$ cat src/rtl/button_pkg.sv
// button_pkg: shared event encoding and width helpers for the button event arbiter.
package button_pkg;

  typedef enum logic [1:0] {
    EVT_PRESS   = 2'd0,
    EVT_RELEASE = 2'd1,
    EVT_REPEAT  = 2'd2
  } evt_type_t;

  localparam int EVT_TYPE_W = 2;

  // Width of a counter that must hold values 0..max_value.
  function automatic int cnt_width(input int max_value);
    return (max_value < 2) ? 1 : $clog2(max_value + 1);
  endfunction

endpackage

$ cat src/rtl/btn_conditioner.sv
// btn_conditioner: one button's synchronizer, tick-sampled debouncer, edge
// detector and, when BUTTON_AUTO_REPEAT_EN is defined, the hold/repeat counter.
// Strobes are combinational so the arbiter's pending bit lands one cycle after
// the debounced level changes.
module btn_conditioner
  import button_pkg::*;
#(
  parameter int DB_LEN = 4
`ifdef BUTTON_AUTO_REPEAT_EN
  ,
  parameter int HOLD_TICKS   = 50,
  parameter int REPEAT_TICKS = 10
`endif
) (
  input  logic clk,
  input  logic rst,
  input  logic btn_raw,
  input  logic tick,
  output logic level,
  output logic press_set,
  output logic release_set
`ifdef BUTTON_AUTO_REPEAT_EN
  ,
  output logic repeat_set
`endif
);

  localparam int DB_W = cnt_width(DB_LEN);

  logic            sync1;
  logic            sync2;
  logic            level_q;
  logic [DB_W-1:0] db_cnt;

  // Two-flop synchronizer for the asynchronous button level.
  always_ff @(posedge clk) begin
    if (!rst) begin
      sync1 <= 1'b0;
      sync2 <= 1'b0;
    end else begin
      sync1 <= btn_raw;
      sync2 <= sync1;
    end
  end

  // Debounce: DB_LEN consecutive disagreeing samples flip the level; level_q feeds edge detect.
  always_ff @(posedge clk) begin
    if (!rst) begin
      level   <= 1'b0;
      level_q <= 1'b0;
      db_cnt  <= '0;
    end else begin
      level_q <= level;
      if (tick) begin
        if (sync2 != level) begin
          if (db_cnt == DB_W'(DB_LEN - 1)) begin
            level  <= ~level;
            db_cnt <= '0;
          end else begin
            db_cnt <= db_cnt + 1'b1;
          end
        end else begin
          db_cnt <= '0;
        end
      end
    end
  end

  assign press_set   = level & ~level_q;
  assign release_set = ~level & level_q;

`ifdef BUTTON_AUTO_REPEAT_EN
  localparam int RPT_MAX = (HOLD_TICKS > REPEAT_TICKS) ? HOLD_TICKS : REPEAT_TICKS;
  localparam int RPT_W   = cnt_width(RPT_MAX);

  logic [RPT_W-1:0] rpt_cnt;
  logic             rpt_armed;
  logic             rpt_hit;

  // The first repeat waits HOLD_TICKS, later ones REPEAT_TICKS.
  always_comb begin
    rpt_hit = rpt_armed ? (rpt_cnt == RPT_W'(REPEAT_TICKS - 1))
                        : (rpt_cnt == RPT_W'(HOLD_TICKS - 1));
  end

  assign repeat_set = level & tick & rpt_hit;

  // Hold counter runs only while the debounced level is high; release restarts it.
  always_ff @(posedge clk) begin
    if (!rst || !level) begin
      rpt_cnt   <= '0;
      rpt_armed <= 1'b0;
    end else if (tick) begin
      if (rpt_hit) begin
        rpt_cnt   <= '0;
        rpt_armed <= 1'b1;
      end else begin
        rpt_cnt <= rpt_cnt + 1'b1;
      end
    end
  end
`endif

endmodule

$ cat src/rtl/button_event_arbiter.sv
// button_event_arbiter: conditions N_BTN buttons and serializes their
// press/release/repeat events onto one valid/ready stream, round-robin.
// Optional feature macro: BUTTON_AUTO_REPEAT_EN (adds REPEAT events).
module button_event_arbiter
  import button_pkg::*;
#(
  parameter int N_BTN        = 4,
  parameter int SAMPLE_DIV   = 100000,
  parameter int DB_LEN       = 4,
  parameter int HOLD_TICKS   = 50,
  parameter int REPEAT_TICKS = 10
) (
  input  logic                     clk,
  input  logic                     rst,
  input  logic [N_BTN-1:0]         btn_in,
  output logic                     evt_valid,
  input  logic                     evt_ready,
  output logic [$clog2(N_BTN)-1:0] evt_id,
  output logic [EVT_TYPE_W-1:0]    evt_type,
  output logic [N_BTN-1:0]         btn_level,
  output logic                     overrun
);

  localparam int ID_W    = $clog2(N_BTN);
  localparam int PRESC_W = cnt_width(SAMPLE_DIV - 1);
  // An out-of-range configuration never samples, so every button stays released.
  localparam bit CFG_OK  = (N_BTN >= 2) && (SAMPLE_DIV >= 2) && (DB_LEN >= 2) &&
                           (HOLD_TICKS >= 1) && (REPEAT_TICKS >= 1);

  logic [PRESC_W-1:0] presc;
  logic               tick;
  logic [N_BTN-1:0]   press_set, release_set, repeat_set;
  logic [N_BTN-1:0]   pend_press, pend_release, pend_repeat, any_pend;
  logic [N_BTN-1:0]   clr_press, clr_release, clr_repeat;
  logic [ID_W-1:0]    last_id, grant_id, cand;
  logic               found, advance, take;
  evt_type_t          grant_type;
  int                 scan_idx;

  // Sample-tick prescaler shared by every button.
  always_ff @(posedge clk) begin
    if (!rst) begin
      presc <= '0;
    end else if (presc == PRESC_W'(SAMPLE_DIV - 1)) begin
      presc <= '0;
    end else begin
      presc <= presc + 1'b1;
    end
  end

  assign tick = CFG_OK && (presc == PRESC_W'(SAMPLE_DIV - 1));

  for (genvar i = 0; i < N_BTN; i++) begin : g_btn
    btn_conditioner #(
      .DB_LEN      (DB_LEN)
`ifdef BUTTON_AUTO_REPEAT_EN
      ,
      .HOLD_TICKS  (HOLD_TICKS),
      .REPEAT_TICKS(REPEAT_TICKS)
`endif
    ) u_cond (
      .clk        (clk),
      .rst        (rst),
      .btn_raw    (btn_in[i]),
      .tick       (tick),
      .level      (btn_level[i]),
      .press_set  (press_set[i]),
      .release_set(release_set[i])
`ifdef BUTTON_AUTO_REPEAT_EN
      ,
      .repeat_set (repeat_set[i])
`endif
    );
  end

`ifndef BUTTON_AUTO_REPEAT_EN
  assign repeat_set  = '0;
  assign pend_repeat = '0;
`endif

  assign any_pend = pend_press | pend_release | pend_repeat;
  assign advance  = !evt_valid || evt_ready;
  assign take     = advance && found;

  // Round-robin scan starting just after the last granted button, wrapping.
  always_comb begin
    found    = 1'b0;
    grant_id = '0;
    scan_idx = 0;
    cand     = '0;
    for (int k = 1; k <= N_BTN; k++) begin
      scan_idx = int'(last_id) + k;
      if (scan_idx >= N_BTN) scan_idx = scan_idx - N_BTN;
      cand = ID_W'(scan_idx);
      if (!found && any_pend[cand]) begin
        found    = 1'b1;
        grant_id = cand;
      end
    end
  end

  // Per-button priority PRESS, REPEAT, RELEASE, and the clear for the granted bit.
  always_comb begin
    grant_type  = EVT_RELEASE;
    clr_press   = '0;
    clr_release = '0;
    clr_repeat  = '0;
    if (pend_press[grant_id]) begin
      grant_type = EVT_PRESS;
    end else if (pend_repeat[grant_id]) begin
      grant_type = EVT_REPEAT;
    end
    if (take) begin
      case (grant_type)
        EVT_PRESS:  clr_press[grant_id]   = 1'b1;
        EVT_REPEAT: clr_repeat[grant_id]  = 1'b1;
        default:    clr_release[grant_id] = 1'b1;
      endcase
    end
  end

  // A set on a bit that is already pending and not leaving this cycle loses an event.
  assign overrun = |((press_set   & pend_press   & ~clr_press)   |
                     (release_set & pend_release & ~clr_release) |
                     (repeat_set  & pend_repeat  & ~clr_repeat));

  // Pending bits: a new set beats a same-cycle grant clear.
  always_ff @(posedge clk) begin
    if (!rst) begin
      pend_press   <= '0;
      pend_release <= '0;
    end else begin
      pend_press   <= press_set   | (pend_press   & ~clr_press);
      pend_release <= release_set | (pend_release & ~clr_release);
    end
  end

`ifdef BUTTON_AUTO_REPEAT_EN
  // Repeat pending bits, only present when auto-repeat is built.
  always_ff @(posedge clk) begin
    if (!rst) begin
      pend_repeat <= '0;
    end else begin
      pend_repeat <= repeat_set | (pend_repeat & ~clr_repeat);
    end
  end
`endif

  // Output register: loads a new grant when empty or when the current event transfers.
  always_ff @(posedge clk) begin
    if (!rst) begin
      evt_valid <= 1'b0;
      evt_id    <= '0;
      evt_type  <= '0;
      last_id   <= ID_W'(N_BTN - 1);
    end else if (advance) begin
      if (found) begin
        evt_valid <= 1'b1;
        evt_id    <= grant_id;
        evt_type  <= grant_type;
        last_id   <= grant_id;
      end else begin
        evt_valid <= 1'b0;
      end
    end
  end

endmodule
$ cat config.mk
export PLATFORM = sky130hd
export DESIGN_NAME = button_event_arbiter
export DESIGN_NICKNAME = d
export VERILOG_FILES = /design/src/rtl/button_pkg.sv /design/src/rtl/btn_conditioner.sv /design/src/rtl/button_event_arbiter.sv
export SDC_FILE = /design/constraint.sdc
export NUM_CORES = 1
export LEC_CHECK = 0
export BUFFER_PORTS_ARGS = -buffer_cell sky130_fd_sc_hd__buf_2
export CORE_MARGIN = 3
export CORE_UTILIZATION = 30
export CTS_BUF_LIST = sky130_fd_sc_hd__clkbuf_2 sky130_fd_sc_hd__clkbuf_4 sky130_fd_sc_hd__clkbuf_8
export DETAILED_ROUTE_END_ITERATION = 10
export GPL_TIMING_DRIVEN = 0
export HOLD_SLACK_MARGIN = 0.08
export PLACE_DENSITY_LB_ADDON = 0.25
export SLEW_MARGIN = 20
export SYNTH_ARGS = -nofsm -noshare
export SYNTH_HDL_FRONTEND = slang
export SYNTH_SLANG_ARGS = --single-unit
export TNS_END_PERCENT = 1
$ cat constraint.sdc
create_clock -name clk -period 1.9 [get_ports clk]
set_input_delay 0.19 -clock clk [delete_from_list [all_inputs] [get_ports clk]]
set_output_delay 0.19 -clock clk [all_outputs]
set_load 0.01 [all_outputs]
Word level (Yosys, flattened, before mapping)
Cells that the tools add are included.

storage, ports and cells
  word-level logic and storage cells = 149
  input port bits = 7
  register bits = 60
  output and inout bits = 10

cells by class
  order comparisons = 10
  add/sub/neg operators = 13
  equal/unequal tests = 10
  reductions and logical operators = 19
  mux-type cells = 41
  bitwise operators = 29

operators with widths
  kind                                                                number
  AND 4 bit                                                           6
  two-way mux 3 bit                                                   8
  two-way mux 2 bit                                                   10
  adder 17 x 1 -> 17 bit (second input constant)                      1
  == test 17 bit (second input constant)                              1
  two-way mux 4 bit                                                   4
  OR 4 bit                                                            4
  less-than comparator 2 x 3 -> 1 bit (second input constant)         5
  adder 3 x 1 -> 3 bit (second input constant)                        4
  binary-select mux 1 bit (select 2 bit)                              6
  == test 3 x 2 -> 1 bit (second input constant)                      4
  two-way mux 1 bit                                                   12
  AND reduction 3 bit                                                 4
  greater-or-equal comparator 3 bit (second input constant)           3
  inverter 1 bit                                                      9
  AND 1 bit                                                           8
  inverter 4 bit                                                      2
  subtractor 2 x 1 -> 2 bit (second input constant)                   4
  adder 2 x 2 -> 3 bit (second input constant)                        2
  logical AND 1 bit                                                   5
  adder 2 x 3 -> 4 bit (second input constant)                        1
  greater-or-equal comparator 4 x 3 -> 1 bit (second input constant)  1
  zero test 1 bit                                                     4
  != test 1 bit                                                       4
  other kinds (9)                                                     10

Longest topological paths before layout
Gate-level depths: netlist of run 1.

  word-level depth = 27
  gate-level depth with buffers = 9
  gate-level depth less buffers = 7

By module
Synthesis of run 1 repeated with hierarchy kept, for this count alone.

unflattened totals
  cell total of the unflattened synthesis = 270
  area total of the unflattened synthesis = 2663.8 um^2

modules (own cells, without submodules)
  module                area an instance (um^2)  seq. area each (um^2)  cells an instance  times used
  button_event_arbiter  1562.7                   620.6                  170                1
  btn_conditioner       275.3                    140.1                  25                 4

Worst setup path before layout of run 1
OpenSTA, ideal clock, no wires.

  path kind = reg2out
  from = reg pend_press[1]
  to = out overrun
  data required time = 1.710 ns
  slack = -0.070 ns
  buffers on the path = 0
  arrival = 1.780 ns
  cell stages (with the launch flop) = 7
  cells stage by stage = dfxtp_1 -> or4_1 -> and3_4 -> nor2_1 -> nand3b_1 -> a41oi_1 -> nand4_1

between the ends
  cells in the longest elaborated chain, start to end = 25
  elaborated cells between the ends (all ways) = 49
  classes of those cells = 2 x order compare; 1 x eq/ne; 28 x mux; 7 x bitwise; 11 x reduce/logical

ends and longest elaborated chain
  item                                                     RTL line                     RTL
  from (decl)                                              button_event_arbiter.sv:33   logic [N_BTN-1:0] pend_press, pend_release, pend_repeat, any_pend;
  from (signal assigned)                                   button_event_arbiter.sv:133  pend_press <= press_set | (pend_press & ~clr_press);
  OR 4 bit                                                 button_event_arbiter.sv:81   assign any_pend = pend_press | pend_release | pend_repeat;
  binary-select mux 1 bit (select 2 bit)                   button_event_arbiter.sv:95   if (!found && any_pend[cand]) begin
  two-way mux 1 bit (not written as such)                  button_event_arbiter.sv:95
  two-way mux 1 bit                                        button_event_arbiter.sv:95
  zero test 1 bit                                          button_event_arbiter.sv:95
  logical AND 1 bit                                        button_event_arbiter.sv:95
  two-way mux 1 bit                                        button_event_arbiter.sv:95
  zero test 1 bit                                          button_event_arbiter.sv:95
  (+9 left out)                                            --
  == test 2 bit / zero test 2 bit (equally long branches)  button_event_arbiter.sv:114  case (grant_type)
  OR reduction 2 bit (no source line)                      --
  two-way mux 4 bit                                        button_event_arbiter.sv:114
  two-way mux 4 bit                                        button_event_arbiter.sv:113  if (take) begin
  inverter 4 bit                                           button_event_arbiter.sv:124  (release_set & pend_release & ~clr_release) |
  AND 4 bit                                                button_event_arbiter.sv:124
  OR 4 bit *                                               button_event_arbiter.sv:123  assign overrun = |((press_set & pend_press & ~clr_press) |
  OR reduction 4 bit *                                     button_event_arbiter.sv:123
  to (decl)                                                button_event_arbiter.sv:21   output logic overrun

Every way passes the cells marked *; elsewhere a longest branch is shown, timed or not. The select of a mux whose other input is x is not followed.

Worst setup path in the final report of run 1
  from = reg pend_release[0]
  to = out overrun

between the ends
  cells in the longest elaborated chain, start to end = 25
  elaborated cells between the ends (all ways) = 49
  classes of those cells = 2 x order compare; 1 x eq/ne; 28 x mux; 7 x bitwise; 11 x reduce/logical

ends and longest elaborated chain
  item                                                     RTL line                     RTL
  from (decl)                                              button_event_arbiter.sv:33
  from (signal assigned)                                   button_event_arbiter.sv:134  pend_release <= release_set | (pend_release & ~clr_release);
  OR 4 bit                                                 button_event_arbiter.sv:81
  binary-select mux 1 bit (select 2 bit)                   button_event_arbiter.sv:95
  two-way mux 1 bit (not written as such)                  button_event_arbiter.sv:95
  two-way mux 1 bit                                        button_event_arbiter.sv:95
  zero test 1 bit                                          button_event_arbiter.sv:95
  logical AND 1 bit                                        button_event_arbiter.sv:95
  two-way mux 1 bit                                        button_event_arbiter.sv:95
  zero test 1 bit                                          button_event_arbiter.sv:95
  (+9 left out)                                            --
  == test 2 bit / zero test 2 bit (equally long branches)  button_event_arbiter.sv:114
  OR reduction 2 bit (no source line)                      --
  two-way mux 4 bit                                        button_event_arbiter.sv:114
  two-way mux 4 bit                                        button_event_arbiter.sv:113
  inverter 4 bit                                           button_event_arbiter.sv:124
  AND 4 bit                                                button_event_arbiter.sv:124
  OR 4 bit *                                               button_event_arbiter.sv:123
  OR reduction 4 bit *                                     button_event_arbiter.sv:123

Marked as above.

==> run metrics, run 1 <==
status complete, but fails checks; failing checks setup timing; Critical Path RT 1.71 ns; RSZ-0062 raised after global routing yes; top_reg_cell synth dfxtp_1; worst hold stages 2; Total Power 2.366 mW; vias in the first global route 2188; first-pass GRT wire length 9942 um; Final Hold Fails 0; antenna-violating nets left 0; Final period util 1.290; detailed-route via count 2240; Final Skew 0.008316 ns; sequential area share after synthesis 0.4432; Sink Count 59; drt initial violations 77; ant diodes 0; Placed Instances 431; Mapped Area 0.002665 mm^2; io pins 17; Total Wirelength 5819 um; initial antenna violation count 0; Max Cap Violations 0; P_leak 1.355 nW; Synth Register Bits 59; critical path type flip-flop to primary output; Worst setup EP type primary output; maximum vdd ir drop 0.3472 mV; detailed-route DRC error count 0; Syn Area/Cell 8.542 um^2; Detail Placement HPWL 3744 um; Worst Path Arrival 2.26 ns; clock slew at reported path FFs 0.07 ns; share of post-route cells with drive strength above 1 0.2466; Total Routing Usage GR 0.1228; Routed WL per cell 12.38 um; Crit Path Max Fanout 7; Initial Util 0.3164; pwr dens 692.3 mW/mm^2; reg2reg path depth 13; slew margin rel. 0.6402; Tightest Hold Check Type input pin to flip-flop; Least-Margin Pin Slew 0.5312 ns; PortBufs 14; synthesized instance count 312; clock insertion delay at the later pin of the skew report 0.33 ns; CORE AREA 0.008423 mm^2; CTS tree built; row count 33; area grow syn2layout 28.22%; commonest non-fill, non-tap cell in the layout dfxtp_1; DIE AREA 0.01005 mm^2; die height 100.3 um; grt total ovfl 0; H-tree depth 3; TritonCTS buffer count 9; die width 100.3 um; Worst setup SP type flip-flop; Slew Limit Fails 0; Net Count, Synth 324; 1st-pass router iterations 4; Yosys warning total 0; EDFF count, synth 0; highest-count cells in the layout ignoring fill and taps 51 x dfxtp_1, 28 x nand2_1, 27 x nor2_1; Period minus WS final 2.451 ns; final worst slack -0.5511 ns; fmax 0.4080 GHz; Clock Path Buffers 2; Vias/cell 4.766; clock root cell clkbuf_8; pin count of the biggest net entering global routing 11; Post-synth ARST share 0; Final setup viols 3; fin nets 372; synth unique cells 49; GPL Wtd Cong 0.7779; Layout Cells excl Fill 470
kinds of logic (layout without fill, tap and decap cells):
logic type	after synthesis	count (layout)	synth area share
flip-flops	59	59	0.4432
buffers and inverters	22	75	0.04367
AND/OR/NAND/NOR	152	152	0.2981
other	1	1	0.001407
adder cells (fa/ha/maj)	5	5	0.02347
XOR/XNOR	17	17	0.05587
AO/OA/AOI/OAI	53	53	0.1230
multiplexers	3	3	0.01127
routing by layer:
metal,global-route usage,part of all wire
met1,0.1506,0.48
met2,0.1967,0.47
met3,0.04378,0.037
met4,0.04767,0.017
met5,0,0
stage by stage:
stage	instance area, um^2	setup WS [ns]	hold slack [ns]	utilization	TNS [ns]
2_1_floorplan	2669	-0.02688	0.3173	-	-0.03542
3_3_place_gp	2870	-0.4461	0.3958	0.3408	-7.771
3_5_place_dp	2870	-0.4830	0.3991	0.3408	-8.219
4_1_cts	3262	-0.5476	0.1301	0.3873	-1.027
5_1_grt	3417	-0.6645	0.1333	0.4057	-1.568
6_report	3417	-0.5511	0.1440	0.4057	-1.156
cell usage after synthesis, types with 4 or more instances:
library cell,count,area share
dfxtp_1,59,0.44
nor2_1,30,0.042
nand2_1,29,0.041
and2_1,20,0.047
a21oi_1,19,0.036
nor2b_1,19,0.045
nand3_1,17,0.032
o21ai_0,13,0.024
xor2_1,11,0.036
nor3_1,9,0.017
clkbuf_1,7,0.0099
inv_1,7,0.0099
xnor2_1,6,0.020
a21boi_0,5,0.014
buf_4,5,0.014
ha_1,5,0.023
nand2b_1,5,0.012
nand4_1,4,0.0094
final timing paths:
path | start | end | slack (ns)
setup / recovery | pend_release[0] | overrun | -0.55
setup reg to reg | pend_release[3] | pend_release[1] | -0.51
hold reg to reg | g_btn[3].u_cond.db_cnt[2] | g_btn[3].u_cond.db_cnt[2] | 0.43
hold / removal | rst | pend_release[3] | 0.14
flip-flops by register name (all words and copies together) (netlist names):
signal / count
g_btn.u_cond.db_cnt: 12
presc: 17
g_btn.u_cond.level_q: 4
evt_valid: 1
evt_type: 1
evt_id: 2
g_btn.u_cond.sync1: 4
last_id: 2
g_btn.u_cond.sync2: 4
pend_release: 4
pend_press: 4
g_btn.u_cond.level: 4
worst max-delay path, stage by stage (launching register included):
cell      delay (ns)
dfxtp_4         0.34
or4_4           0.52
and3_4          0.21
or2_1           0.23
buf_6           0.14
nand4b_1        0.11
a32oi_1         0.13
nand4_1         0.12
buf_2           0.14
timing repair:
action,CTS,global route
pin swaps,8,6
gates resized for setup,24,28
hold endpoints to repair,4,0
setup endpoints to repair,36,30
setup buffers,12,7
hold buffers,4,0
final cells by class:
type                    count  area [um^2]
repair buffers             37        265.3
well taps                 105        131.4
multi-input cells         231         1485
fillers                   874         5006
flip-flops and latches     59         1204
inverters                   7        26.28
clock buffers              12        158.9
plain buffers              15        121.4
clock inverters             4        25.02
where the power goes:
part / switching [mW] / internal, mW / leakage [nW]
Combinational: 0.0325 / 0.0343 / 0.780
Sequential: 0.0104 / 1.24 / 0.483
Clock: 0.490 / 0.554 / 0.0918
Note: power is estimated with default switching activity, not from simulation.
==> inputs of run 2 (changes only) <==
CORE_ASPECT_RATIO = 0.7   (was not set)
CTS_CLUSTER_SIZE = 25   (was not set)
GPL_ROUTABILITY_DRIVEN = 0   (was not set)
==> run 2 against run 1 <==
Net effect:
- the flow still finishes with violations (setup timing)
- clock power about the same
- register-to-register slack better by 0.07 ns
- sequential share of layout area about the same
- routed wire length increased by 1.2%
- clock skew rose by 0.0020 ns
- non-clock buffer count rose by 3
- total power decreased by 1.1%
- count of clock-buffer cells in the layout shrank 1
- maximum frequency rose by 2.1%
- sequential power about the same
- largest power group unchanged
- highest routed layer unchanged
==> run metrics, run 2 (same netlist as run 1, synthesis figures left out) <==
status complete, but fails checks; failing checks setup timing; fin nets 375 (+0.81%); RR Startpoint pend_press[3]; Critical Path RT 1.71 ns (about the same); Crit Path Max Fanout 3 (-4); DIE AREA 0.01007 mm^2 (+0.18%); Largest regs presc x17, g_btn.u_cond.db_cnt x12; reg2reg path depth 12 (-1); P_leak 1.369 nW (+1.1%); worst hold stages 2 (unchanged); CORE AREA 0.008548 mm^2 (+1.5%); Sequential Area 0.001205 mm^2 (+0.10%); die width 118.7 um (+18%); pre-CTS WS -0.4662 ns (+0.01687 ns); Total Wirelength 5890 um (+1.2%); Max Cap Violations 0 (unchanged); CTS tree built; Final setup viols 3 (unchanged); Routed WL per cell 12.07 um (-2.5%); Final period util 1.263 (-0.02690); Least-Margin Pin Slew 0.5820 ns (+0.05074 ns); maximum vdd ir drop 0.3400 mV (-2.1%); io pins 17 (unchanged); routed length on met2 2472 um (-8.7%); met3 routed WL 270 um (+24%); wire length on met1 3064 um (+9.6%); clock insertion delay at the later pin of the skew report 0.35 ns (+0.02 ns); TritonCTS buffer count 9 (unchanged); Total Power 2.339 mW (-1.1%); fmax 0.4167 GHz (+2.1%); pin count of the biggest net entering global routing 11 (unchanged); HP Start rst; slew margin rel. 0.6059 (-0.03436); die height 84.86 um (-15%); final worst slack -0.5000 ns (+0.05112 ns); commonest non-fill, non-tap cell in the layout dfxtp_1; 1st-pass router iterations 4 (unchanged); Total Routing Usage GR 0.1270 (+0.004258); vias in the first global route 2062 (-5.8%); first-pass GRT wire length 10120 um (+1.8%); top sig layer met4; register-to-register path setup slack -0.44 ns (+0.07 ns); PortBufs 14 (unchanged); critical path type flip-flop to primary output; Initial Util 0.3118 (-0.004631); Final Hold Fails 0 (unchanged); Multi-input gate area 0.001473 mm^2 (-0.84%); share of post-route cells with drive strength above 1 0.2554 (+0.008859); max reg flops 17 (unchanged); Slew Limit Fails 0 (unchanged); grt total ovfl 0 (unchanged); pwr dens 683.3 mW/mm^2 (-1.3%); H-tree depth 3 (unchanged); Worst setup SP type flip-flop; RSZ-0062 raised after global routing yes; Reg-to-Reg End pend_release[1]; Tightest Hold Check Type input pin to flip-flop; detailed-route via count 2234 (-0.27%); Vias/cell 4.578 (-3.9%); most flop-heavy register presc; detailed-route DRC error count 0 (unchanged); number of fill cells 899 (+2.9%); highest-count cells in the layout ignoring fill and taps 50 x dfxtp_1, 29 x nand2_1, 29 x buf_4; clock slew at reported path FFs 0.07 ns (about the same); ant diodes 0 (unchanged); Period minus WS final 2.400 ns (-0.05112 ns); Sink Count 59 (unchanged); Worst Path Arrival 2.21 ns (-0.05 ns); Detail Placement HPWL 3826 um (+2.2%); Clock Path Buffers 2 (unchanged); initial antenna violation count 0 (unchanged); drt initial violations 149 (+94%); area grow syn2layout 28.45%; antenna-violating nets left 0 (unchanged); worst hold endpoint g_btn[3].u_cond.level; Worst setup EP type primary output; row count 28 (-15%); clock root cell clkbuf_8; Final Skew 0.01034 ns (+0.002020 ns)
run 2: routing by layer:
metal	vias up	track usage
met5	-	0
li1	1172	-
met2	37	0.1830
met1	1017	0.1768
met3	8	0.04664
met4	0	0.04101
run 2: repair_timing:
item,4_1_cts,5_1_grt
setup buffers,16,7
pin swaps,8,11
hold buffers,4,0
cloned,0,0
endpoints found under the setup margin,32,28
resized for setup,27,24
endpoints found under the hold margin,4,0
run 2: worst max path at each step:
stage	startpoint	to	slack [ns]	cells past startpoint
4_1_cts	pend_release[0]	overrun	-0.54	8
3_3_place_gp	pend_press[1]	overrun	-0.47	7
6_report	pend_release[1]	overrun	-0.50	7
2_1_floorplan	pend_press[1]	overrun	-0.03	7
5_1_grt	pend_release[1]	overrun	-0.55	7
3_5_place_dp	pend_press[1]	overrun	-0.47	7
run 2: report_power, final:
group	switching [mW]	internal [mW]
combinational	0.0322	0.0331
sequential	0.0106	1.24
clock	0.503	0.516
total	0.546	1.79
run 2: metrics by stage:
stage | utilization | instances | cell area [um^2] | TNS (ns) | hold slack (ns)
after floorplan | - | 312 | 2669 | -0.03542 | 0.3173
after global placement | 0.3380 | 446 | 2889 | -6.884 | 0.3952
after detailed placement | 0.3380 | 446 | 2889 | -7.021 | 0.4014
after CTS | 0.3863 | 482 | 3302 | -1.074 | 0.1221
after global routing | 0.4005 | 488 | 3423 | -1.475 | 0.1219
final | 0.4005 | 488 | 3423 | -0.9897 | 0.1401
run 2: critical path: stages, from the launching register on:
cell and delay (ns):
dfxtp_4 0.36, or4_4 0.50, and3_4 0.21, nor3_2 0.19, a211oi_2 0.10, a41oi_2 0.18, nand4_1 0.15, buf_2 0.17
run 2: final cells by class:
type	instances	area share
buffer	14	0.02924
clock buffer	11	0.04240
clock inverter	5	0.008406
inverter	7	0.007675
multi-input combinational	231	0.4302
sequential	59	0.3520
tap	120	0.04386
timing repair buffer	41	0.08626
